### src/rtl/program_counter_unit_pkg.sv
// program_counter_unit_pkg: shared state encoding and constants for the program counter unit
package program_counter_unit_pkg;
    localparam logic [1:0] S_START  = 2'd0;
    localparam logic [1:0] S_RUN    = 2'd1;
    localparam logic [1:0] S_HALTED = 2'd2;
    localparam logic [1:0] S_FAULT  = 2'd3;
    localparam int PC_STEP = 2;
    localparam logic [16:0] DEFAULT_RESET_VECTOR = 17'h00000;
endpackage

### src/rtl/program_counter_unit_pc_next_calc.sv
// pc_next_calc: candidate next PC (jump target or PC + offset, wrapping) and its odd-address flag
// ports: pc, offset, jump, jump_target in; candidate, odd out
module pc_next_calc #(
    parameter int WIDTH = 17
) (
    input  logic [WIDTH-1:0] pc,
    input  logic [WIDTH-1:0] offset,
    input  logic             jump,
    input  logic [WIDTH-1:0] jump_target,
    output logic [WIDTH-1:0] candidate,
    output logic             odd
);
    assign candidate = jump ? jump_target : pc + offset;
    assign odd = candidate[0];
endmodule

### src/rtl/program_counter_unit.sv
// program_counter_unit: architectural PC with jump, hold, halt/resume, odd-address fault and retire counter
// ports: clock, reset (async high), offset, jump, jump_target, hold, halt, resume in;
//        pc, return_address, instr_valid, halted, fault, retired out
module program_counter_unit
    import program_counter_unit_pkg::*;
#(
    parameter int               WIDTH        = 17,
    parameter logic [WIDTH-1:0] RESET_VECTOR = WIDTH'(DEFAULT_RESET_VECTOR),
    parameter int               COUNT_WIDTH  = 32
) (
    input  logic                   clock,
    input  logic                   reset,
    input  logic [WIDTH-1:0]       offset,
    input  logic                   jump,
    input  logic [WIDTH-1:0]       jump_target,
    input  logic                   hold,
    input  logic                   halt,
    input  logic                   resume,
    output logic [WIDTH-1:0]       pc,
    output logic [WIDTH-1:0]       return_address,
    output logic                   instr_valid,
    output logic                   halted,
    output logic                   fault,
    output logic [COUNT_WIDTH-1:0] retired
);
    logic [1:0]       state;
    logic [WIDTH-1:0] candidate;
    logic             odd;

    pc_next_calc #(.WIDTH(WIDTH)) next_calc (
        .pc(pc),
        .offset(offset),
        .jump(jump),
        .jump_target(jump_target),
        .candidate(candidate),
        .odd(odd)
    );

    assign return_address = pc + WIDTH'(PC_STEP);
    assign instr_valid = state == S_RUN;
    assign halted = state == S_HALTED;
    assign fault = state == S_FAULT;

    always_ff @(posedge clock or posedge reset) begin
        if (reset) begin
            pc <= RESET_VECTOR;
            state <= S_START;
            retired <= '0;
        end else begin
            case (state)
                S_START: state <= S_RUN;
                S_RUN: begin
                    if (!hold) begin
                        // an odd target is never loaded; the PC keeps the last good address
                        if (odd) begin
                            state <= S_FAULT;
                        end else begin
                            pc <= candidate;
                            retired <= retired + COUNT_WIDTH'(1);
                            if (halt) state <= S_HALTED;
                        end
                    end
                end
                S_HALTED: if (resume && !hold) state <= S_RUN;
                default: state <= S_FAULT;
            endcase
        end
    end
endmodule

### config.mk
export PLATFORM = sky130hd
export DESIGN_NAME = program_counter_unit
export DESIGN_NICKNAME = d
export VERILOG_FILES = /design/src/rtl/program_counter_unit_pkg.sv /design/src/rtl/program_counter_unit_pc_next_calc.sv /design/src/rtl/program_counter_unit.sv
export SDC_FILE = /design/constraint.sdc
export NUM_CORES = 1
export LEC_CHECK = 0
export ABC_AREA = 0
export CORE_ASPECT_RATIO = 2
export CORE_MARGIN = 2
export CORE_UTILIZATION = 42
export CTS_CLUSTER_SIZE = 20
export DETAILED_ROUTE_END_ITERATION = 10
export HOLD_SLACK_MARGIN = 0.08
export PLACE_DENSITY = 0.75
export SLEW_MARGIN = 20
export SYNTH_ARGS = -nofsm -noshare
export SYNTH_HDL_FRONTEND = slang
export SYNTH_SLANG_ARGS = --single-unit
### constraint.sdc
create_clock -name clock -period 2.4 [get_ports clock]
set_input_delay 0.48 -clock clock [delete_from_list [all_inputs] [get_ports clock]]
set_output_delay 0.48 -clock clock [all_outputs]
set_load 0.05 [all_outputs]
# Word-level counts from Yosys, hierarchy flattened
# Index checks and enable logic that the tools add are counted.
dict set report word_totals {
  ff_bits 50
  latch_bits 0
  ramBits 0
  romBits 0
  input_bits 40
  out_inout_bits 69
  elab_cells 25
  mem_count 0
}
dict set report classes {
  addsub 3
  multipliers 0
  div_mod_pow 0
  n_lt_le_gt_ge 0
  n_eq_ne 6
  n_shift 0
  mux 6
  n_bitwise 2
  reduce_logical 5
}
# cell count
set op_table {}
lappend op_table {{adder 32 x 1 -> 32 bit, second input constant} 1}
lappend op_table {{adder 17 bit} 1}
lappend op_table {{adder 17 x 2 -> 17 bit, second input constant} 1}
lappend op_table {{two-way mux 17 bit} 1}
lappend op_table {{two-way mux 2 bit} 4}
lappend op_table {{case mux 2 bit (3 select lines)} 1}
lappend op_table {{AND reduction 3 bit} 2}
lappend op_table {{equality test 2 bit, second input constant} 2}
lappend op_table {{!= test 3 x 2 -> 1 bit, second input constant} 1}
lappend op_table {{equality test 2 x 1 -> 1 bit, second input constant} 1}
lappend op_table {{logical NOT 2 bit} 1}
lappend op_table {{!= test 2 x 1 -> 1 bit, second input constant} 1}
lappend op_table {{!= test 2 bit, second input constant} 1}
lappend op_table {{NOT 1 bit} 2}
lappend op_table {{logical AND 1 bit} 1}
lappend op_table {{logical NOT 1 bit} 1}

# Longest topological paths before layout
# Gate-level depths: netlist of the first run.
dict set report depth {
  word_depth 5
  depth_mapped 8
  mapped_depth_nobuf 8
}

# Hierarchy
# From an unflattened synthesis of the first run, not the netlist that was laid out.
dict set report unflattened {
  cells_unflattened 415
  hier_area_um2 3559.7
}
# mod instances cells_per_inst area_each_um2 seq_area_each_um2
set by_module_without_submodules {}
lappend by_module_without_submodules {program_counter_unit 1 254 2487.4 1276.2}
lappend by_module_without_submodules {pc_next_calc 1 161 1072.3 0.0}

# Least setup slack after synthesis of the first run
# No wires, ideal clock.
dict set report synth_path {
  kind {register -> output}
  start {register pc[2]}
  end {output return_address[13]}
  arrival_time_ps 2367
  required_time_ps 1920
  setup_slack_ps -447
  path_stages_with_launch 6
  n_path_buf 0
  cell_sequence {dfrtp_1 > ha_1 > nand3_1 > or2_2 > nor2_1 > xor2_1}
}
dict set report synth_between {
  elab_chain_cells 1
}
# element line_no
set synth_rtl {}
lappend synth_rtl {{from (decl)} program_counter_unit.sv:19} ;# output logic [WIDTH-1:0] pc,
lappend synth_rtl {{from (signal assigned)} program_counter_unit.sv:58} ;# pc <= candidate;
lappend synth_rtl {{adder 17 x 2 -> 17 bit} program_counter_unit.sv:39} ;# assign return_address = pc + WIDTH'(PC_STEP);
lappend synth_rtl {{to (decl)} program_counter_unit.sv:20} ;# output logic [WIDTH-1:0] return_address,
# Every way passes these cells.

# Final worst setup path of the first run
dict set report layout_path {
  start {register pc[1]}
  end {output return_address[15]}
}
# Same word-level chain as after synthesis.

==> results of run 1 <==
logic make-up after synthesis:
| logic type | Yosys count |
|---|---|
| adder cells (fa/ha/maj) | 18 |
| XOR/XNOR | 53 |
| multiplexers | 5 |
| buffers and inverters | 20 |
| AND/OR/NAND/NOR | 140 |
| AO/OA/AOI/OAI | 72 |
| flip-flops | 50 |
| other | 1 |
per-layer routing:
| metal | vias to the layer above | GRT usage | wire (um) | share of wire |
|---|---|---|---|---|
| li1 | 1560 | - | - | - |
| met5 | - | 0 | 0 | 0 |
| met4 | 0 | 0.1261 | 386 | 0.039 |
| met2 | 113 | 0.4665 | 5744 | 0.58 |
| met3 | 28 | 0.03234 | 313 | 0.032 |
| met1 | 1571 | 0.2522 | 3471 | 0.35 |
synthesized netlist by cell type, types with 4 or more instances:
cell	n	area share
a21o_1	7	0.016
a21oi_1	26	0.040
and3_1	15	0.029
and4_1	4	0.011
clkbuf_1	9	0.010
dfrtp_1	50	0.38
ha_1	17	0.065
inv_1	7	0.0081
mux2i_1	4	0.012
nand2_1	41	0.047
nand3_1	25	0.038
nand4_1	8	0.015
nor2_1	25	0.029
o21ai_0	18	0.028
xnor2_1	35	0.094
xor2_1	18	0.048
worst reg2reg max path: stages (launching register included):
cell and delay [ps]:
dfrtp_2 440, ha_4 180, fa_2 360, a21o_1 190, a221oi_2 210, buf_4 170, buf_6 110, o31ai_4 60
buf_4 140, mux2i_1 150, nand3_1 90, o21a_1 110
state kept, by name, indices dropped and copies added (netlist names):
register	cells
pc	16
state	2
retired	32
stage by stage:
| stage | area [sq um] | power, W | instances | util | worst slack (ps) |
|---|---|---|---|---|---|
| floorplan | 3349 | 0.002069 | 360 | - | -59.57 |
| global placement | 4860 | 0.002741 | 584 | 0.6441 | -441.1 |
| detailed placement | 4860 | 0.002773 | 584 | 0.6441 | -479.3 |
| CTS | 5077 | 0.003525 | 596 | 0.6730 | 15.25 |
| global route | 5170 | 0.003759 | 600 | 0.6852 | -20.28 |
| finish | 5170 | 0.003575 | 600 | 0.6852 | 55.49 |
power groups by stage:
stage	logic [W]	clock network (W)	registers (W)
final	0.00181	0.000720	0.00104
after global routing	0.00193	0.000776	0.00106
after CTS	0.00176	0.000734	0.00104
after detailed placement	0.00171	0	0.00107
after global placement	0.00168	0	0.00106
after floorplan	0.000805	0	0.00126
final timing paths:
check                             from                  to  cells past startpoint
setup / recovery                 pc[1]  return_address[15]                      7
hold / removal                   reset              pc[12]                      2
setup reg to reg                 pc[1]              pc[13]                     11
hold reg to reg            retired[31]         retired[31]                      1
max in group asynchronous        reset               pc[8]                      3
min in group clock         retired[31]         retired[31]                      1
repair_timing:
item,CTS,global route
pin swaps,6,11
setup buffers,4,4
hold buffers,0,0
endpoints found under the hold margin,0,0
setup endpoints to repair,13,5
gates resized for setup,13,13
area by class of cell:
type | instances | area [sq um]
clock inverters | 3 | 23.77
repair buffers | 151 | 1518
fillers | 616 | 2375
flip-flops and latches | 50 | 1260
inverters | 7 | 26.28
clock buffers | 5 | 125.1
multi-input cells | 290 | 2100
well taps | 94 | 117.6
==> out/results.tsv, run 1 <==
metric	value	unit
status	finished clean	
start_kind	flip-flop	
maxCapViolations	0	
ys_ff_latch	50	
clkPwrFrac	0.201	
rows	45	
first_pass_iters	4	
peakVddDrop	0.4387	mV
numPortBuffers	106	
cts_tree	built	
synth_simple_gate_area_frac	0.2173	
max_slew_margin	0.6394	
cts.sinks	50	
power_frac_seq	0.291	
crit_arrival	1860	ps
core_area	0.007545	sq mm
cp.required	1920	ps
setup_tns	0	ps
seq_area_frac_synth	0.3846	
ys.flop_type	dfrtp_1	
final_cell_mix	clkdlybuf4s50_1, buf_4, dfrtp_1	
wl_per_cell	16.53	um
synthArstFlopShare	1.000	
die_w	66.23	um
antenna_found_initial	0	
ys_warn_count	0	
internal-power	0.002093	W
synth-xor-area-share	0.1427	
ant_nets	0	
netlist_area	0.003253	sq mm
cp_slowest_cell	dfrtp_2	
min_path_type	in2async	
swShare	0.4144	
crit_family	simple AND/OR/NAND/NOR gates	
grt_usage	0.2464	
worst_pin_slew	539.1	ps
grt.overflow.total	0	
grt_start_max_net_pins	39	
cp_num_buf_inv	2	
clock_latency	300	ps
end_kind	output port	
setup_viol	0	
netSwitchingPower	0.001482	W
io_pins	109	
path_clk_slew	70	ps
wirelength	9.915	mm
first_iter_violations	182	
synth.avg_cell_area	9.062	sq um
max-clock-path-buffers	2	
n_antenna_cell	0	
ys_types	50	
drv_slew	0	
fin_nets	563	
power_leakage	2.301	nW
yosys-mux-area-fraction	0.01692	
synth_top_family_by_area	simple AND/OR/NAND/NOR gates	
final_common_cell	clkdlybuf4s50_1	
cts-buffers-inserted	5	
hpwl	7.732	mm
netlist_instances	359	
worstPathMaxFanout	3	
fin_hold_ws	475.0	ps
combPwrFrac	0.508	
rrSetupSlack	90	ps
period_needed	2345	ps
initial_core_util	0.4312	
fmax	426.5	MHz
synthAdderAreaFrac	0.07154	
hold_violations	0	
syn2layout_area_growth	58.92	%
grt_pass1_vias	3391	
slowest_delay	410	ps
drive_gt1_frac	0.2016	
path_class	reg2out	
synth-edff-count	0	
ctsHtreeMaxLevel	2	
p_per_area	691.5	mW/mm^2
rsz0062_at_grt	yes	
place.gp.congestion	0.9297	
crit_chain	buf_6 -> ha_4 -> nand3_4 -> or2_4 -> nor2_4 -> xor2_4 -> buf_12	
drc_errors	0	
skew	8.798	ps
synth_compound_area_frac	0.1388	
grt_pass1_wl	16.21	mm
clk_root_buffer_cell	clkbuf_16	
vias	3272	
routed_via_density	5.453	
die_area	0.008508	sq mm
period_share	0.9769	
die_h	128.5	um
Note: power is estimated with default switching activity, not from simulation.
==> run 2, diff against run 1 <==
CORE_UTILIZATION = 43   (was 42)
SYNTH_HIERARCHICAL = 1   (was unset)
==> run 2 against run 1 <==
Compared with the run above:
- the flow now finishes with violations (setup timing)
- clock skew fell by 1.6 ps
- maximum frequency fell by 2.8%
- register-to-register slack got worse by 100 ps
- combinational power rose by 6%
- global-route usage rose by 2.6 points
- synthesized cell count rose by 16%
==> out/results.tsv, run 2 <==
metric	value	unit	change
status	complete, but fails checks		was finished clean
violations	setup timing		
end_kind	flip-flop		was output port
holdPathEnd	retired[31]		
vias	3842		was 3,272
hold_violations	0		unchanged
synth-edff-count	0		unchanged
max_slew_margin	0.5644		was 0.6394
r2r_cells	8		was 11
n_antenna_cell	0		unchanged
routed_via_density	5.675		was 5.453
initial_core_util	0.4355		was 0.4312
ctsHtreeMaxLevel	2		unchanged
post-route-util	0.7011		was 0.6852
power_leakage	2.581	nW	was 2.301 nW
synth_simple_gate_area_frac	0.2654		was 0.2173
netlist_instances	415		was 359
final_cell_mix	clkdlybuf4s50_1, nand2_1, buf_4		was clkdlybuf4s50_1, buf_4, dfrtp_1
yosys-mux-area-fraction	0.006327		was 0.01692
drv_slew	0		unchanged
max-clock-path-buffers	2		unchanged
seq_area_frac_synth	0.3585		was 0.3846
setup_slack	-11.23	ps	was 55.49 ps
crit_arrival	2590	ps	was 1860 ps
min_path_type	reg2reg		was in2async
synthTopCellsByArea	dfrtp_1, xnor2_1, nand2_1		was dfrtp_1, xnor2_1, ha_1
synthTopCellsByCount	nand2_1, dfrtp_1, xnor2_1		was dfrtp_1, nand2_1, xnor2_1
ys_warn_count	6		was 0
grt.overflow.total	0		unchanged
place_ws	-483.8	ps	was -479.3 ps
grt_pass1_wl	18.70	mm	was 16.21 mm
start_kind	flip-flop		unchanged
period_share	1.005		was 0.9769
netlist_area	0.003560	sq mm	was 0.003253 sq mm
wl_per_cell	18.18	um	was 16.53 um
drc_errors	0		unchanged
synth_compound_area_frac	0.1258		was 0.1388
maxCapViolations	0		unchanged
hold_depth	1		
synthAdderAreaFrac	0.06889		was 0.07154
cts.sinks	51		was 50
ys_ff_latch	51		was 50
die_area	0.009066	sq mm	was 0.008508 sq mm
path_clk_slew	70	ps	about the same
peakVddDrop	0.3738	mV	was 0.4387 mV
synth.avg_cell_area	8.578	sq um	was 9.062 sq um
grt_start_max_net_pins	32		was 39
syn2layout_area_growth	60.98	%	was 58.92%
largest_reg_flops	32		unchanged
worst_pin_slew	653.4	ps	was 539.1 ps
wirelength	12.31	mm	was 9.915 mm
reg_top3	retired (32), pc (17), state (2)		was retired (32), pc (16), state (2)
fin_hold_ws	499.2	ps	was 475.0 ps
clk_root_buffer_cell	clkbuf_16		unchanged
fin_nets	637		was 563
synthArstFlopShare	1.000		unchanged
period_needed	2411	ps	was 2345 ps
cts_tree	built		unchanged
drive_gt1_frac	0.2418		was 0.2016
cp.required	2580	ps	was 1920 ps
hpwl	9.046	mm	was 7.732 mm
setup_viol	1		was 0
regMostFlops	retired		unchanged
final_common_cell	clkdlybuf4s50_1		unchanged
clock_latency	300	ps	about the same
antenna_found_initial	0		unchanged
rsz0062_at_grt	yes		unchanged
synth-xor-area-share	0.1304		was 0.1427
rrSetupSlack	-10	ps	was 90 ps
synth_top_area_frac	0.3585		was 0.3846
instances_no_fill	677		was 600
core_area	0.008174	sq mm	was 0.007545 sq mm
rows	47		was 45
fmax	414.7	MHz	was 426.5 MHz
cts-buffers-inserted	5		unchanged
grt_pass1_vias	3985		was 3,391
ys_types	55		was 50
first_iter_violations	263		was 182
ys.flop_type	dfrtp_1		unchanged
skew	7.191	ps	was 8.798 ps
synth_top_area_cell	dfrtp_1		unchanged
place_inst	662		was 584
io_pins	109		unchanged
yosys.cell_count.top_type	nand2_1		was dfrtp_1
ant_nets	0		unchanged
syn-num-nets	474		
setup_tns	-11.23	ps	was 0 ps
reg2reg_to	retired[24]		was pc[13]
p_per_area	640.1	mW/mm^2	was 691.5 mW/mm^2
min-delay-start	retired[31]		
path_class	reg2reg		was reg2out
first_pass_iters	5		was 4
worstPathMaxFanout	12		was 3
grt_usage	0.2729		was 0.2464
die_h	132.7	um	was 128.5 um
synth_top_family_by_area	simple AND/OR/NAND/NOR gates		unchanged
place.gp.congestion	0.9786		was 0.9297
numPortBuffers	108		was 106
die_w	68.34	um	was 66.23 um
reg2reg_from	pc[0]		was pc[1]
==> run 2: cell types whose count changed after synthesis, moves of 7 or more <==
cell     delta
nand2_1    +46
nand4_1    +13
nand3_1    -12
a21oi_1    -10
inv_1       +8
and3_1      -7
nor2_1      -7
==> run 2: how the worst max path moves through the flow <==
stage | from | to | cells after the start
after floorplan | pc[5] | return_address[13] | 5
after global placement | offset[0] | pc[16] | 11
after detailed placement | offset[0] | pc[16] | 11
after CTS | pc[0] | retired[25] | 8
after global routing | pc[0] | retired[24] | 8
final | pc[0] | retired[24] | 8
==> run 2: stage by stage <==
stage                     cell area, sq um  total power [W]
after global placement                5383         0.002799
after global routing                  5731         0.003830
after CTS                             5627         0.003588
final                                 5731         0.003668
after floorplan                       3681         0.002059
after detailed placement              5383         0.002834
==> run 2: cells by family after synthesis <==
logic type,after synthesis
AOI/OAI and AO/OA,68
xor gates and xnor gates,53
adders and majority gates,19
buffers and inverters,35
DFF,51
muxes,2
and+or+nand+nor,187
==> run 2: per-layer routing <==
layer | global-route usage | share of wire | routed length [um] | up-vias
met4 | 0.1333 | 0.043 | 533 | 0
met1 | 0.2757 | 0.34 | 4229 | 1866
met5 | 0 | 0 | 0 | -
met2 | 0.5129 | 0.57 | 7021 | 160
met3 | 0.03401 | 0.042 | 521 | 42
li1 | - | - | - | 1774
==> run 2: what timing repair did <==
action | in CTS | in global routing
resized for setup | 12 | 25
setup endpoints to repair | 35 | 34
hold buffers | 0 | 0
setup buffers | 6 | 2
gates cloned | 0 | 0
pin swaps | 6 | 8
==> run 2: worst max-delay path: stages (launching register included) <==
cell and delay, ps:
dfrtp_2 430, ha_4 230, mux2_4 270, or4b_4 570, buf_6 150, nor3_4 140, buf_12 160, nand4_1 150
xnor2_2 190
==> run 2: power breakdown <==
group	internal, W	switching (W)
combinational	0.000840	0.00107
clock	0.000392	0.000343
sequential	0.000924	0.0000994
total	0.00216	0.00151
==> run 2: cell type report <==
type                            instances  area, sq um
Multi-Input combinational cell        329         2369
Clock inverter                          2        16.27
Tap cell                               98        122.6
Clock buffer                            6        128.9
Timing Repair Buffer                  174         1743
Sequential cell                        51         1287
Inverter                               17        63.81
Fill cell                             638         2444
